===== src/rtl/commit_store_buffer.sv =====
// Commit store buffer: in-order FIFO of retired stores, drained one at a time to the
// data-memory bus with backoff on rejection, plus youngest-first load forwarding.
module commit_store_buffer #(
    parameter int unsigned SB_DEPTH    = 8,
    parameter int unsigned BACKOFF_CYC = 2,
    localparam int unsigned XLEN       = 32,
    localparam int unsigned CNT_W      = $clog2(SB_DEPTH + 1)
) (
    input  logic             clock,
    input  logic             reset,
    input  logic             store_en,
    input  logic [XLEN-1:0]  store_addr,
    input  logic [XLEN-1:0]  store_data,
    input  logic [1:0]       store_size,
    output logic             store_ready,
    input  logic             bus_busy,
    output logic [1:0]       proc2Dmem_command,
    output logic [XLEN-1:0]  proc2Dmem_addr,
    output logic [XLEN-1:0]  proc2Dmem_data,
    output logic [1:0]       proc2Dmem_size,
    input  logic [3:0]       mem2proc_response,
    input  logic             ld_query,
    input  logic [XLEN-1:0]  ld_addr,
    input  logic [1:0]       ld_size,
    output logic             ld_fwd_hit,
    output logic [XLEN-1:0]  ld_fwd_data,
    output logic             ld_conflict,
    output logic             sb_empty,
    output logic [CNT_W-1:0] sb_count,
    output logic             overflow_err
);

    localparam int unsigned PTR_W = $clog2(SB_DEPTH);
    localparam int unsigned BO_W  = $clog2(BACKOFF_CYC + 1);
    localparam logic [1:0] BUS_NONE  = 2'd0;
    localparam logic [1:0] BUS_STORE = 2'd2;

    typedef enum logic [1:0] {StIdle, StIssue, StBackoff} state_e;

    logic [SB_DEPTH-1:0] valid_q;
    logic [XLEN-1:0]     addr_q [SB_DEPTH];
    logic [XLEN-1:0]     data_q [SB_DEPTH];
    logic [1:0]          size_q [SB_DEPTH];
    logic [PTR_W-1:0]    head_q, tail_q;
    logic [CNT_W-1:0]    count_q;
    logic                overflow_q;
    state_e              state_q;
    logic [BO_W-1:0]     backoff_q;

    logic push, issue_now, pop, reject;

    // Size encoding 3 is treated as a word since the bus is only XLEN wide.
    function automatic logic [3:0] size_bytes(input logic [1:0] s);
        unique case (s)
            2'd0:    size_bytes = 4'd1;
            2'd1:    size_bytes = 4'd2;
            default: size_bytes = 4'd4;
        endcase
    endfunction

    function automatic logic [XLEN-1:0] size_mask(input logic [1:0] s);
        unique case (s)
            2'd0:    size_mask = 32'h0000_00ff;
            2'd1:    size_mask = 32'h0000_ffff;
            default: size_mask = 32'hffff_ffff;
        endcase
    endfunction

    // Handshake decode: ready from registered count only, issue gated by bus ownership.
    always_comb begin
        store_ready       = (count_q != CNT_W'(SB_DEPTH));
        push              = store_en && store_ready;
        issue_now         = (state_q == StIssue) && !bus_busy;
        pop               = issue_now && (mem2proc_response != 4'd0);
        reject            = issue_now && (mem2proc_response == 4'd0);
        proc2Dmem_command = issue_now ? BUS_STORE : BUS_NONE;
        proc2Dmem_addr    = addr_q[head_q];
        proc2Dmem_data    = data_q[head_q];
        proc2Dmem_size    = size_q[head_q];
        sb_empty          = (count_q == '0) && (state_q == StIdle);
        sb_count          = count_q;
        overflow_err      = overflow_q;
    end

    // FIFO storage, pointers, occupancy and sticky overflow flag.
    always_ff @(posedge clock) begin
        if (reset) begin
            valid_q    <= '0;
            head_q     <= '0;
            tail_q     <= '0;
            count_q    <= '0;
            overflow_q <= 1'b0;
            for (int i = 0; i < SB_DEPTH; i++) begin
                addr_q[i] <= '0;
                data_q[i] <= '0;
                size_q[i] <= '0;
            end
        end else begin
            if (store_en && !store_ready) overflow_q <= 1'b1;
            // Push and pop never target the same slot: that needs empty (no pop) or full (no push).
            if (push) begin
                valid_q[tail_q] <= 1'b1;
                addr_q[tail_q]  <= store_addr;
                data_q[tail_q]  <= store_data;
                size_q[tail_q]  <= store_size;
                tail_q          <= tail_q + PTR_W'(1);
            end
            if (pop) begin
                valid_q[head_q] <= 1'b0;
                head_q          <= head_q + PTR_W'(1);
            end
            if (push && !pop)      count_q <= count_q + CNT_W'(1);
            else if (!push && pop) count_q <= count_q - CNT_W'(1);
        end
    end

    // Drain FSM: IDLE waits for work, ISSUE drives the head, BACKOFF idles after a reject.
    always_ff @(posedge clock) begin
        if (reset) begin
            state_q   <= StIdle;
            backoff_q <= '0;
        end else begin
            unique case (state_q)
                StIdle: begin
                    if (count_q != '0) state_q <= StIssue;
                end
                StIssue: begin
                    if (pop) begin
                        state_q <= ((count_q > CNT_W'(1)) || push) ? StIssue : StIdle;
                    end else if (reject) begin
                        state_q   <= StBackoff;
                        backoff_q <= BO_W'(BACKOFF_CYC);
                    end
                end
                StBackoff: begin
                    // Last non-issue cycle when the counter is at 1; it hits 0 as ISSUE resumes.
                    if (backoff_q <= BO_W'(1)) state_q <= StIssue;
                    if (backoff_q != '0) backoff_q <= backoff_q - BO_W'(1);
                end
                default: state_q <= StIdle;
            endcase
        end
    end

    logic [PTR_W-1:0] idx;
    logic [XLEN:0]    ld_lo, ld_hi, e_lo, e_hi;
    logic [4:0]       shamt;
    logic             found;

    // Forwarding: scan youngest to oldest, the first overlapping valid entry decides.
    always_comb begin
        ld_fwd_hit  = 1'b0;
        ld_fwd_data = '0;
        ld_conflict = 1'b0;
        found       = 1'b0;
        idx         = '0;
        e_lo        = '0;
        e_hi        = '0;
        shamt       = '0;
        ld_lo       = {1'b0, ld_addr};
        ld_hi       = ld_lo + (XLEN+1)'(size_bytes(ld_size));
        if (ld_query) begin
            for (int i = 0; i < SB_DEPTH; i++) begin
                idx  = tail_q - PTR_W'(i + 1);
                e_lo = {1'b0, addr_q[idx]};
                e_hi = e_lo + (XLEN+1)'(size_bytes(size_q[idx]));
                if (!found && valid_q[idx] && (ld_lo < e_hi) && (e_lo < ld_hi)) begin
                    found = 1'b1;
                    if ((e_lo <= ld_lo) && (ld_hi <= e_hi)) begin
                        shamt       = {ld_addr[1:0] - addr_q[idx][1:0], 3'b000};
                        ld_fwd_hit  = 1'b1;
                        ld_fwd_data = (data_q[idx] >> shamt) & size_mask(ld_size);
                    end else begin
                        ld_conflict = 1'b1;
                    end
                end
            end
        end
    end

endmodule

===== config.mk =====
export PLATFORM = sky130hd
export DESIGN_NAME = commit_store_buffer
export DESIGN_NICKNAME = d
export VERILOG_FILES = /design/src/rtl/commit_store_buffer.sv
export SDC_FILE = /design/constraint.sdc
export NUM_CORES = 2
export LEC_CHECK = 0
export CAP_MARGIN = 30
export CELL_PAD_IN_SITES_DETAIL_PLACEMENT = 0
export CELL_PAD_IN_SITES_GLOBAL_PLACEMENT = 1
export CORE_MARGIN = 2
export CORE_UTILIZATION = 52
export DETAILED_ROUTE_END_ITERATION = 12
export HOLD_SLACK_MARGIN = 0.1
export PLACE_DENSITY_LB_ADDON = 0.3
export SLEW_MARGIN = 30
export SYNTH_ARGS = -nofsm -noshare
export SYNTH_HDL_FRONTEND = slang
export SYNTH_SLANG_ARGS = --single-unit

===== constraint.sdc =====
create_clock -name clock -period 16.1 [get_ports clock]
set_input_delay 3.22 -clock clock [delete_from_list [all_inputs] [get_ports clock]]
set_output_delay 3.22 -clock clock [all_outputs]
set_load 0.02 [all_outputs]

======== Word level (Yosys, flattened, before mapping) ========
Memories as Yosys holds them, arrays and structs flattened. A register that Yosys moved wholly into a read port is not among the register bits.
Cells that the tools add are included.
word-level totals
  output and inout bits ................... 109
  memories kept ........................... 3
  logic and storage cells ................. 367
  bits in registers ....................... 23
  memory bits (writable) .................. 528
  bits of input ports ..................... 109
memories
  memory  words  width  rd ports  clocked after memory_dff  wr ports  line  RTL
  addr_q  8      32     9         2                         8         41    logic [XLEN-1:0] addr_q [SB_DEPTH];
  data_q  8      32     9         2                         8         42    logic [XLEN-1:0] data_q [SB_DEPTH];
  size_q  8      2      9         2                         8         43    logic [1:0] size_q [SB_DEPTH];
cells by class
  shifts and indexed selects .............. 8
  multiplexer cells ....................... 171
  reduce and logical (&&, ||, !) cells .... 75
  add/subtract/negate cells ............... 29
  $lt $le $gt $ge ......................... 45
  equal/unequal tests ..................... 18
  bitwise operators ....................... 11
operator list
  kind                                                        number
  2-to-1 mux 32 bit                                           44
  less-than comparator 32 x 33 -> 1 bit                       16
  adder 32 x 4 -> 33 bit                                      9
  <= comparator 33 bit                                        8
  AND 32 bit                                                  8
  <= comparator 32 bit                                        8
  >> shifter 32 x 5 -> 32 bit                                 8
  2-to-1 mux 1 bit                                            69
  one-hot mux 32 bit (2 select lines)                         1
  OR reduction 32 bit                                         2
  one-hot mux 3 bit (2 select lines)                          9
  2-to-1 mux 3 bit                                            15
  logical AND 1 bit                                           41
  2-to-1 mux 4 bit                                            10
  less-than comparator 3 x 4 -> 1 bit, second input constant  9
  binary-select mux 1 bit (select 3 bit)                      8
  2-to-1 mux 8 bit                                            3
  equality test 2 x 1 -> 1 bit, second input constant         10
  logical NOT 2 bit                                           10
  2-to-1 mux 2 bit                                            8
  subtractor 2 bit                                            8
  subtractor 3 bit, second input constant                     4
  logical NOT 1 bit                                           11
  AND 8 bit                                                   1
  other kinds (26)                                            37

======== Logic depth before layout (Yosys ltp) ========
An unclocked memory read counts as a cell.
  depth after elaboration ................. 57
  mapped depth ............................ 55
  mapped depth without buffers ............ 33

======== Least setup slack after synthesis ========
OpenSTA, ideal clock, no wires.
  kind .................................... flip-flop to output port
  from .................................... reg tail_q[2]
  to ...................................... out ld_fwd_data[10]
  slack ................................... 1.056 ns
  path buffers ............................ 20
  stages on the path, launching flop included .. 49
  arrival ................................. 11.824 ns
  data required time ...................... 12.880 ns
  cell sequence ........................... dfxtp_1 -> buf_4 -> inv_1 -> buf_4 -> buf_4 -> buf_2 -> buf_1 -> buf_1 -> buf_1 -> clkbuf_1 -> ha_1 -> buf_2 -> buf_2 -> buf_2 -> clkbuf_1 -> buf_1 -> buf_2 -> buf_2 -> [13 not listed] -> or3_1 -> inv_1 -> and3_1 -> xnor2_1 -> ha_1 -> a21oi_1 -> a21oi_1 -> a2111oi_0 -> o31ai_1 -> nor4b_1 -> o211ai_1 -> a211oi_1 -> nand3_1 -> clkbuf_1 -> or3_1 -> a211oi_1 -> nor3_1 -> o21ai_0
on the way
  word-level cells in the longest chain between the ends .. 53
  elaborated cells on any way between the ends .. 179
  classes of those cells .................. add/sub: 21; order compare: 28; eq/ne: 7; shift: 7; mux: 62; bitwise: 7; reduce/logical: 44; memory: 3
ends and longest elaborated chain
  item                                                               line  RTL
  start, declared                                                    44    logic [PTR_W-1:0] head_q, tail_q;
  start signal, assigned                                             106   tail_q <= tail_q + PTR_W'(1);
  subtractor 3 x 1 -> 3 bit                                          164   idx = tail_q - PTR_W'(i + 1);
  memory (8 x 2 bit)                                                 --
  equality test 2 x 1 -> 1 bit or logical NOT 2 bit (tied branches)  54    unique case (s)
  one-hot mux 3 bit (2 select lines)                                 54
  2-to-1 mux 4 bit                                                   162   if (ld_query) begin
  adder 32 x 4 -> 33 bit                                             166   e_hi = e_lo + (XLEN+1)'(size_bytes(size_q[idx]));
  less-than comparator 32 x 33 -> 1 bit                              167   if (!found && valid_q[idx] && (ld_lo < e_hi) && (e_lo < ld_hi)) begin
  logical AND 1 bit (2 in series)                                    167
  [32 not listed]                                                    --
  logical NOT 1 bit                                                  167
  logical AND 1 bit (3 in series)                                    167
  2-to-1 mux 1 bit                                                   167
  2-to-1 mux 1 bit                                                   162
  logical NOT 1 bit                                                  167
  logical AND 1 bit (3 in series)                                    167
  2-to-1 mux 32 bit *                                                167
  2-to-1 mux 32 bit *                                                162
  end, declared                                                      26    output logic [XLEN-1:0] ld_fwd_data,
Every way passes the cells marked *; elsewhere a longest branch is shown, timed or not. The select of a mux whose other input is x is not followed.

======== Final worst setup path ========
  from .................................... in ld_size[0]
  to ...................................... out ld_fwd_data[5]
on the way
  word-level cells in the longest chain between the ends .. 49
  elaborated cells on any way between the ends .. 89
  classes of those cells .................. add/sub: 1; order compare: 16; eq/ne: 1; mux: 33; reduce/logical: 38
ends and longest elaborated chain
  item                                                               line  RTL
  start, declared                                                    24    input logic [1:0] ld_size,
  equality test 2 x 1 -> 1 bit or logical NOT 2 bit (tied branches)  54
  one-hot mux 3 bit (2 select lines) *                               54
  adder 32 x 4 -> 33 bit *                                           161   ld_hi = ld_lo + (XLEN+1)'(size_bytes(ld_size));
  less-than comparator 32 x 33 -> 1 bit                              167
  logical AND 1 bit                                                  167
  2-to-1 mux 1 bit                                                   167
  2-to-1 mux 1 bit                                                   162
  logical NOT 1 bit                                                  167
  [29 not listed]                                                    --
  logical NOT 1 bit                                                  167
  logical AND 1 bit (3 in series)                                    167
  2-to-1 mux 1 bit                                                   167
  2-to-1 mux 1 bit                                                   162
  logical NOT 1 bit                                                  167
  logical AND 1 bit (3 in series)                                    167
  2-to-1 mux 32 bit *                                                167
  2-to-1 mux 32 bit *                                                162
Marked as above.

==> impl_metrics.csv <==
group,metric,value,unit
status,status,"finished clean",
worst_setup_path,reg2reg_slack,11.52,ns
clock_network,cts_tree,"done",
logic_synthesis,ys_seq_area_frac,0.198,
power,p_per_area,147,nW/um2
final_layout,layout_common_cells,"ha_1, nand2_1, mux4_2, and3_1, edfxtp_1",
route,wire_per_inst,41.7,um
worst_setup_path,cp.arrival,12.42,ns
floorplanning,core_area,158000,um2
floorplanning,num_rows,146,
worst_setup_path,r2r_cells,5,
worst_setup_path,cp.depth,26,
worst_setup_path,end_kind,"output port",
place,post-place-ws,0.888,ns
logic_synthesis,synth_area_leaders,"mux4_2, edfxtp_1, ha_1",
power,leakage,36.6,nW
min_path,min_path_type,"flop to flop",
power,ir_drop,0.147,mV
route,drt-vias-per-instance,7.90,
place,dp_hpwl,335,mm
worst_setup_path,reg2reg_from,"tail_q[1]",
final_layout,fillers,13400,
clock_network,htree_levels,2,
timing,grt_setup_unrepaired,"false",
global_route,grt_pass1_wl,582,mm
worst_setup_path,worstSetupPathType,"input port to output port",
timing,tightestPinTransition,1.19,ns
clock_network,post_cts_resized,0,
timing,fin_tns_setup,0,ns
place,port_buffers,216,
final_layout,final_common_cell,"ha_1",
floorplanning,start_util,0.524,
place,placed_cells,10200,
final_layout,post_layout_nonfiller_instances,10400,
logic_synthesis,synth_nets,9390,
logic_synthesis,ys.flop_type,"edfxtp_1",
timing,post-route-period-util,0.972,
timing,slew_headroom,0.183,
timing,setup_viol,0,
min_path,min_from,"overflow_err",
min_path,whs_endpoint,"overflow_err",
clock_network,numClockSinks,557,
logic_synthesis,synth-async-reset-ratio,0,
clock_network,cts_buffer_depth,3,
logic_synthesis,syn_avg_cell_area,10.1,um2
route,drc,0,
worst_setup_path,r2r-end,"data_q[7][17]",
worst_setup_path,path_buf_inv,6,
logic_synthesis,synth_largest_area_cell,"mux4_2",
global_route,gr-total-overflow,0,
worst_setup_path,start_kind,"input port",
worst_setup_path,cp_slowest_cell,"a21oi_1",
final_layout,nNetsFinal,9369,
logic_synthesis,yosys_warnings,0,
clock_network,clk_pin_slew_worst_paths,0.07,ns
global_route,antenna_found_initial,47,
floorplanning,pin_count,218,
global_route,grt_pass1_vias,73500,
logic_synthesis,synth_seq_cells,557,
logic_synthesis,ys_types,105,
worst_setup_path,cp.required,12.88,ns
floorplanning,die_h,403,um
timing,setup_ws,0.456,ns
final_layout,drive_gt1_frac,0.178,
route,postRouteAntennaNets,0,
floorplanning,die_area,162000,um2
timing,fin_skew,0.0971,ns
route,drt-total-wl,432,mm
timing,period_needed,15.64,ns
global_route,grt_util_all_layers,0.514,
logic_synthesis,syn_inst,8209,
clock_network,cts-root-buf,"clkbuf_16",
timing,max_freq,63.9,MHz
floorplanning,die_x,403,um
worst_setup_path,cp_max_fo,16,
timing,slew_violations,0,
power,p_total,13.2,mW
worst_setup_path,max_stage_delay,0.94,ns
timing,final-hold-violation-count,0,
route,vias,81900,
min_path,worstHoldPathCells,2,
final_layout,fin_util,0.567,
worst_setup_path,critical_path.top_delay_family,"simple AND/OR/NAND/NOR gates",
clock_network,clk_latency,0.69,ns
place,place.gp.congestion,1.13,
logic_synthesis,synth_area,82800,um2
clock_network,cts-buffers-inserted,51,
global_route,grt_start_max_net_pins,265,
clock_network,ctsHoldBuffers,0,
logic_synthesis,synth_top_area_share,0.225,
route,drtIter0Drc,15600,
run,cap_violations,0,
logic_synthesis,synth_edf_count,528,
route,firstDrtPassIters,10,
clock_network,post_cts_buffers,0,
final_layout,area_growth,8.32,%
cells by family (layout without fill, tap and decap cells):
group	after synthesis	after routing	share of synthesized area
mux	1302	1302	0.288
flops	557	557	0.198
fa+ha+maj	1072	1072	0.163
compound gates	1472	1472	0.114
simple gates	2755	2755	0.166
xor+xnor	282	282	0.0298
other cells	1	62	0.0000453
buf+inv	768	787	0.0402
metrics by stage:
step | instance area, um2 | hold slack, ns
finish | 89700 | 0.491
detailed placement | 87500 | 0.476
CTS | 89300 | 0.496
global placement | 87200 | 0.465
floorplan | 82800 | 0.502
global route | 89600 | 0.538
how the worst max path moves through the flow:
stage                            to  slack [ns]        from
finish               ld_fwd_data[5]        0.46  ld_size[0]
global route         ld_fwd_data[3]        0.48  ld_size[0]
CTS                  ld_fwd_data[6]        0.84  ld_size[0]
detailed placement   ld_fwd_data[6]        0.89  ld_size[0]
global placement    ld_fwd_data[16]        0.81  ld_size[0]
floorplan           ld_fwd_data[10]        1.06   tail_q[2]
metal layers:
layer,share of wire,wire length (um),track usage,up-vias
met5,0.0068,2950,0.136,-
li1,-,-,-,32500
met4,0.036,15500,0.119,62
met3,0.22,95300,0.367,1116
met1,0.37,159000,0.680,40400
met2,0.37,159000,0.652,7899
power breakdown:
part           internal (mW)  total [mW]  switching (mW)  leakage [nW]
clock                  0.738        1.36           0.619         0.858
combinational           3.20        9.91            6.71          30.0
sequential              1.72        1.94           0.221          5.74
total                   5.65        13.2            7.55          36.6
registers in the layout, summed over array words and instances, names as in the netlist, named ones only:
| signal | flops |
|---|---|
| size_q | 16 |
| sb_count | 4 |
| head_q | 3 |
| data_q | 256 |
| valid_q | 8 |
| backoff_q | 2 |
| addr_q | 256 |
| overflow_err | 1 |
| tail_q | 3 |
| state_q | 2 |
final cells by class:
| type | instances | area [um2] | area share |
|---|---|---|---|
| Antenna cell | 61 | 153 | 0.00170 |
| Clock inverter | 38 | 531 | 0.00591 |
| Multi-Input combinational cell | 6884 | 63700 | 0.710 |
| Clock buffer | 55 | 1290 | 0.0144 |
| Timing Repair Buffer | 437 | 3990 | 0.0445 |
| Tap cell | 2072 | 2590 | 0.0289 |
| Inverter | 257 | 967 | 0.0108 |
| Sequential cell | 557 | 16500 | 0.184 |
worst reg2reg max path, cell delays in order, from the launching register on:
cell and delay, ns:
dfxtp_4 0.38, buf_4 0.67, buf_4 0.74, ha_4 0.76
a31o_4 0.72, buf_4 0.85
cells in the mapped netlist, drive strengths merged (162+ instances only):
cell type,n
a21o,202
a21oi,433
and3,581
buf,210
clkbuf,301
edfxtp,528
ha,1063
inv,256
mux2,162
mux2i,295
mux4,845
nand2,891
nand3,209
nand4,200
nor2,400
o21ai,285
xnor2,209
Note: power is estimated with default switching activity, not from simulation.
